**src/rtl/cpu_pkg.sv**
```systemverilog
// Shared types and constants for the program loader.
package cpu_pkg;

    localparam int unsigned INSTR_W = 32;
    localparam logic [INSTR_W-1:0] HALT_INSTR = 32'h0000_0000;

    typedef enum logic [1:0] {
        IDLE,
        LOAD,
        CHECK,
        DONE
    } loader_state_t;

    // The loader and the CPU agree on one end-of-program word.
    function automatic logic is_halt(input logic [INSTR_W-1:0] w);
        return w == HALT_INSTR;
    endfunction

endpackage

```
**src/rtl/loader_word_assembler.sv**
```systemverilog
// Little-endian byte-to-word assembler with a running XOR of accepted bytes.
// word/word_valid are combinational on the cycle the fourth byte is accepted.
module loader_word_assembler
    import cpu_pkg::*;
(
    input  logic               clk,
    input  logic               reset,
    input  logic               clear,
    input  logic               byte_fire,
    input  logic [7:0]         byte_in,
    output logic               word_valid,
    output logic [INSTR_W-1:0] word,
    output logic [7:0]         xor_sum
);

    logic [1:0]          byte_idx;
    logic [INSTR_W-9:0]  shreg;

    // Shift bytes in from the top so byte 0 ends up in the lowest lane.
    always_ff @(posedge clk) begin
        if (reset || clear) begin
            byte_idx <= '0;
            shreg    <= '0;
            xor_sum  <= '0;
        end else if (byte_fire) begin
            byte_idx <= byte_idx + 2'd1;
            shreg    <= {byte_in, shreg[INSTR_W-9:8]};
            xor_sum  <= xor_sum ^ byte_in;
        end
    end

    // Completed word: current byte is lane 3, the three held bytes fill lanes 2..0.
    always_comb begin
        word_valid = byte_fire && (byte_idx == 2'd3);
        word       = {byte_in, shreg};
    end

endmodule

```
**src/rtl/imem_program_loader.sv**
```systemverilog
// Byte-stream program loader: assembles bytes into instructions, writes imem
// from word 0 upward and holds the CPU in reset until the load finishes.
// Optional feature macro: LOADER_CHECKSUM_EN (trailing XOR checksum byte).
module imem_program_loader
    import cpu_pkg::*;
#(
    parameter int unsigned IMEM_DEPTH = 32,
    parameter int unsigned ADDR_W     = $clog2(IMEM_DEPTH)
) (
    input  logic               clk,
    input  logic               reset,
    input  logic               start,
    input  logic               in_valid,
    input  logic [7:0]         in_data,
    output logic               in_ready,
    output logic               imem_we,
    output logic [ADDR_W-1:0]  imem_addr,
    output logic [INSTR_W-1:0] imem_wdata,
    output logic               cpu_reset,
    output logic               done,
    output logic               error,
    output logic [ADDR_W:0]    word_count
);

    localparam int unsigned CNT_W = ADDR_W + 1;
    localparam logic [CNT_W-1:0] LAST_SLOT = CNT_W'(IMEM_DEPTH - 1);

    loader_state_t      state_q, state_d;
    logic               fire;
    logic               asm_fire;
    logic               start_ok;
    logic               word_valid;
    logic [INSTR_W-1:0] word;
    logic [7:0]         xor_sum;

`ifdef LOADER_CHECKSUM_EN
    logic               chk_bad;
`else
    logic               unused_xor;
    assign unused_xor = ^xor_sum;
`endif

    loader_word_assembler u_asm (
        .clk        (clk),
        .reset      (reset),
        .clear      (start_ok),
        .byte_fire  (asm_fire),
        .byte_in    (in_data),
        .word_valid (word_valid),
        .word       (word),
        .xor_sum    (xor_sum)
    );

    // Handshake and qualified events.
    always_comb begin
        in_ready = (state_q == LOAD) || (state_q == CHECK);
        fire     = in_valid && in_ready;
        asm_fire = fire && (state_q == LOAD);
        start_ok = start && ((state_q == IDLE) || (state_q == DONE));
    end

    // State register.
    always_ff @(posedge clk) begin
        if (reset) begin
            state_q <= IDLE;
        end else begin
            state_q <= state_d;
        end
    end

    // Next-state logic; LOAD exits on the edge that completes the final word.
    always_comb begin
        state_d = state_q;
        case (state_q)
            IDLE: begin
                if (start) begin
                    state_d = LOAD;
                end
            end
            LOAD: begin
                if (word_valid) begin
                    if (is_halt(word)) begin
`ifdef LOADER_CHECKSUM_EN
                        state_d = CHECK;
`else
                        state_d = DONE;
`endif
                    end else if (word_count == LAST_SLOT) begin
                        state_d = DONE;
                    end
                end
            end
            CHECK: begin
                if (fire) begin
                    state_d = DONE;
                end
            end
            DONE: begin
                if (start) begin
                    state_d = LOAD;
                end
            end
            default: state_d = IDLE;
        endcase
    end

    // Write port, word counter and status outputs.
    // done/cpu_reset follow DONE by one edge so the CPU only sees a fully written imem.
    always_ff @(posedge clk) begin
        if (reset) begin
            imem_we    <= 1'b0;
            imem_addr  <= '0;
            imem_wdata <= '0;
            cpu_reset  <= 1'b1;
            done       <= 1'b0;
            error      <= 1'b0;
            word_count <= '0;
`ifdef LOADER_CHECKSUM_EN
            chk_bad    <= 1'b0;
`endif
        end else begin
            imem_we <= word_valid;
            if (word_valid) begin
                imem_wdata <= word;
                imem_addr  <= word_count[ADDR_W-1:0];
                word_count <= word_count + CNT_W'(1);
                if (!is_halt(word) && (word_count == LAST_SLOT)) begin
                    error <= 1'b1;
                end
            end
`ifdef LOADER_CHECKSUM_EN
            if ((state_q == CHECK) && fire) begin
                error   <= (in_data != xor_sum);
                chk_bad <= (in_data != xor_sum);
            end
`endif
            if (start_ok) begin
                done       <= 1'b0;
                cpu_reset  <= 1'b1;
                error      <= 1'b0;
                word_count <= '0;
`ifdef LOADER_CHECKSUM_EN
                chk_bad    <= 1'b0;
`endif
            end else if (state_q == DONE) begin
                done <= 1'b1;
`ifdef LOADER_CHECKSUM_EN
                cpu_reset <= chk_bad;
`else
                cpu_reset <= 1'b0;
`endif
            end
        end
    end

endmodule
```
**config.mk**
```make
export PLATFORM = sky130hd
export DESIGN_NAME = imem_program_loader
export DESIGN_NICKNAME = d
export VERILOG_FILES = /design/src/rtl/cpu_pkg.sv /design/src/rtl/loader_word_assembler.sv /design/src/rtl/imem_program_loader.sv
export SDC_FILE = /design/constraint.sdc
export NUM_CORES = 1
export LEC_CHECK = 0
export BUFFER_PORTS_ARGS = -buffer_cell sky130_fd_sc_hd__buf_4
export CAP_MARGIN = 10
export CORE_MARGIN = 1
export CORE_UTILIZATION = 56
export CTS_BUF_LIST = sky130_fd_sc_hd__clkbuf_8
export DETAILED_ROUTE_END_ITERATION = 8
export GPL_TIMING_DRIVEN = 0
export PLACE_DENSITY = 0.86
export REMOVE_ABC_BUFFERS = 1
export SYNTH_ARGS = -nofsm -noshare
export SYNTH_HDL_FRONTEND = slang
export SYNTH_SLANG_ARGS = --single-unit
```
**constraint.sdc**
```tcl
create_clock -name clk -period 2 [get_ports clk]
set_input_delay 0.2 -clock clk [delete_from_list [all_inputs] [get_ports clk]]
set_output_delay 0.2 -clock clk [all_outputs]
set_load 0.01 [all_outputs]
```
==> key figures <==
Yosys
  • Syn Std Cell Area: 0.00281 mm^2
  • Yosys warnings: 0
  • Number of synthesized flops with an enable pin: 0
  • Top-area cell type share of the netlist area: 53.4%
  • Leading area contributor after synthesis: dfxtp_1
  • Post-synth top cells: nand2_1 (131), dfxtp_1 (75), a21oi_1 (67), clkbuf_1 (12), nor2_1 (9)
  • Synthesized area per cell: 8.08 um^2
  • Seq/Total Area, Yosys: 53.4%
  • Synthesized instance count: 348
  • Synth Flop Type: dfxtp_1
  • Ys async rst share: 0%
  • #FFs+latches synth: 75
  • Post-synth cell types: 26
  • Top cells by area, synth: dfxtp_1 (53%), nand2_1 (17%), a21oi_1 (12%)
  • Most common cell in the netlist: nand2_1

Global route
  • Initial antenna violation count: 0
  • Largest net degree at the start of global routing: 43
  • Vias in the first global route: 2229
  • GR Util All Layers: 23.9%
  • GRT Residual Overflow: 0
  • Global-route wire length before repair: 9.79 mm

Placement
  • Detail Placement HPWL: 3.63 mm
  • Number of port buffers: 59
  • Dpl ws: -937 ps
  • GPL Wtd Cong: 0.783
  • Inst Count DP: 451

Routing
  • Pre-Repair DR Iteration Count: 5
  • Drt initial violations: 163
  • DR vias: 2432
  • Avg WL per Cell: 12.9 um
  • Antenna Violating Nets Remaining: 0
  • Final WL: 6.04 mm
  • Vias per cell: 5.20
  • # DRC: 0

Critical path
  • Crit path launch type: register
  • Crit path to: word_count[5]
  • Crit path kind: register to register
  • Nature of the critical path endpoint: register
  • Crit path DAT: 2090 ps
  • Worst-case reg-to-reg path depth: 6
  • Crit-path max FO: 21
  • R2R Path End: word_count[5]
  • Worst Path Required: 2260 ps
  • R2R Path Start: state_q[1]
  • Reg2reg setup slack: 170 ps
  • Setup crit start: state_q[1]

Pwr
  • Total power: 0.00329 W
  • Leak Pwr: 1.34 nW
  • Pwr Density: 953 mW/mm^2
  • Peak supply drop: 0.966 mV

STA
  • Final hold vios: 0
  • FMAX: 0.547 GHz
  • Relative slew slack: 45.0%
  • Period Utilization, post-route: 91.3%
  • Final Skew: 8.35 ps
  • Worst slew pin tran: 823 ps
  • Setup_tns: 0 ps
  • RSZ-0062 raised after global routing: false
  • Fin. max-slew vios: 0
  • # setup viols final: 0
  • Min cycle time layout: 1830 ps
  • Final setup slack of the worst path: 173 ps

Die
  • Initial core utilization: 58.8%
  • Die width: 72.9 um
  • # rows: 25
  • Core Box Area: 0.00479 mm^2
  • I/O pin count: 60
  • Die height: 72.9 um
  • Die Area: 0.00531 mm^2

CTS
  • CTS root buf: clkbuf_8
  • Maximum level of the CTS H-tree: 3
  • CTS Hold Bufs: 0
  • Number of setup buffers added after CTS: 0
  • Longest Clk Path Bufs: 2
  • Sink Count: 75
  • Worst-Skew Late Latency: 340 ps
  • Num CTS Buffers: 9
  • Clock slew seen by the registers of the worst setup and hold paths: 80 ps
  • CTS tree: yes

Cells and area
  • Fin cells: 468
  • Antenna diodes: 0
  • # nets final: 413
  • Synth-to-Final Area Change: 22.9%
  • Share of cells above drive strength 1: 20.2%

Run
  • Max cap viols: 0

Worst hold path
  • Worst min path class: primary input to register

Run status
  • Status: finished, final reports clean
[cell families (layout without fill, tap and decap cells)]
group,Yosys count,after routing,share of synthesized area (%)
XOR/XNOR,5,5,1.56
buffers and inverters,29,81,4.94
adder cells (fa/ha/maj),5,5,2.22
AO/OA/AOI/OAI,74,74,14.1
AND/OR/NAND/NOR,160,161,23.8
flip-flops,75,75,53.4
[per-stage QoR]
step | util (%) | hold slack [ps] | area (um^2)
floorplan | - | 269 | 2700
global placement | 67.3 | 441 | 3220
detailed placement | 67.4 | 439 | 3220
CTS | 72.0 | 113 | 3450
global route | 72.2 | 124 | 3460
finish | 72.2 | 117 | 3460
[critical path, stage by stage (launching register included)]
cell and delay [ps]:
dfxtp_1 330, inv_1 80, ha_1 290, and3_4 430, nand4_4 150, or3_1 320, a21oi_1 150
[flip-flops by register name, summed over array words and instances (netlist names)]
| register | flops |
|---|---|
| cpu_reset | 1 |
| done | 1 |
| error | 1 |
| imem_addr | 5 |
| imem_wdata | 32 |
| imem_we | 1 |
| state_q | 2 |
| u_asm.byte_idx | 2 |
| u_asm.shreg | 24 |
| word_count | 6 |
[power breakdown]
| group | switching (W) | internal (W) | total, W | leakage [nW] |
|---|---|---|---|---|
| sequential | 0.0000404 | 0.00154 | 0.00158 | 0.605 |
| clock | 0.000535 | 0.000689 | 0.00122 | 0.112 |
| combinational | 0.000331 | 0.000161 | 0.000492 | 0.625 |
| total | 0.000906 | 0.00239 | 0.00329 | 1.34 |
[final cells by class]
| cell class | count | area [um^2] |
|---|---|---|
| tap | 67 | 83.8 |
| sequential | 75 | 1500 |
| multi-input combinational | 245 | 1200 |
| timing repair buffer | 59 | 443 |
| fill | 376 | 1330 |
| inverter | 6 | 22.5 |
| clock inverter | 7 | 85.1 |
| clock buffer | 9 | 124 |
[routing by layer]
| layer | share of wire (%) | global-route usage [%] |
|---|---|---|
| met5 | 0 | 0 |
| met1 | 44 | 29.8 |
| met4 | 2.4 | 13.3 |
| met3 | 3.9 | 4.56 |
| met2 | 49 | 39.0 |
[repair_timing]
item	CTS	global route
pin swaps	0	1
gates cloned	0	1
setup endpoints to repair	43	71
gates resized for setup	4	2
[how the worst min path moves through the flow]
stage | to | slack (ps) | cells after the start | startpoint
final | u_asm.shreg[18] | 120 | 3 | in_data[2]
after global placement | cpu_reset | 440 | 1 | cpu_reset
after detailed placement | error | 440 | 2 | error
after floorplan | imem_addr[0] | 270 | 1 | reset
after global routing | u_asm.shreg[17] | 120 | 3 | in_data[1]
after CTS | u_asm.shreg[17] | 110 | 3 | in_data[1]
[cell usage in the layout (no fill, tap or decap)]
cell type   count
a21o_2          1
nand4_4         1
nor4_1          8
or3_1           2
nand4b_1        1
clkinv_2        2
xnor2_1         2
and2_4          1
inv_1           8
ha_1            5
clkinvlp_4      1
o221ai_2        1
xor2_1          3
clkbuf_8        9
nand2_4         2
and3_2          1
nor2_1          9
o21ai_0         1
dfxtp_1        75
o21a_1          1
buf_4          59
and3_4          1
nand2_1       130
nand4_1         3
a41o_1          1
a21o_1          2
nand3_1         2
a21oi_1        67
bufinv_16       2
(Power assumes the default switching activity.)
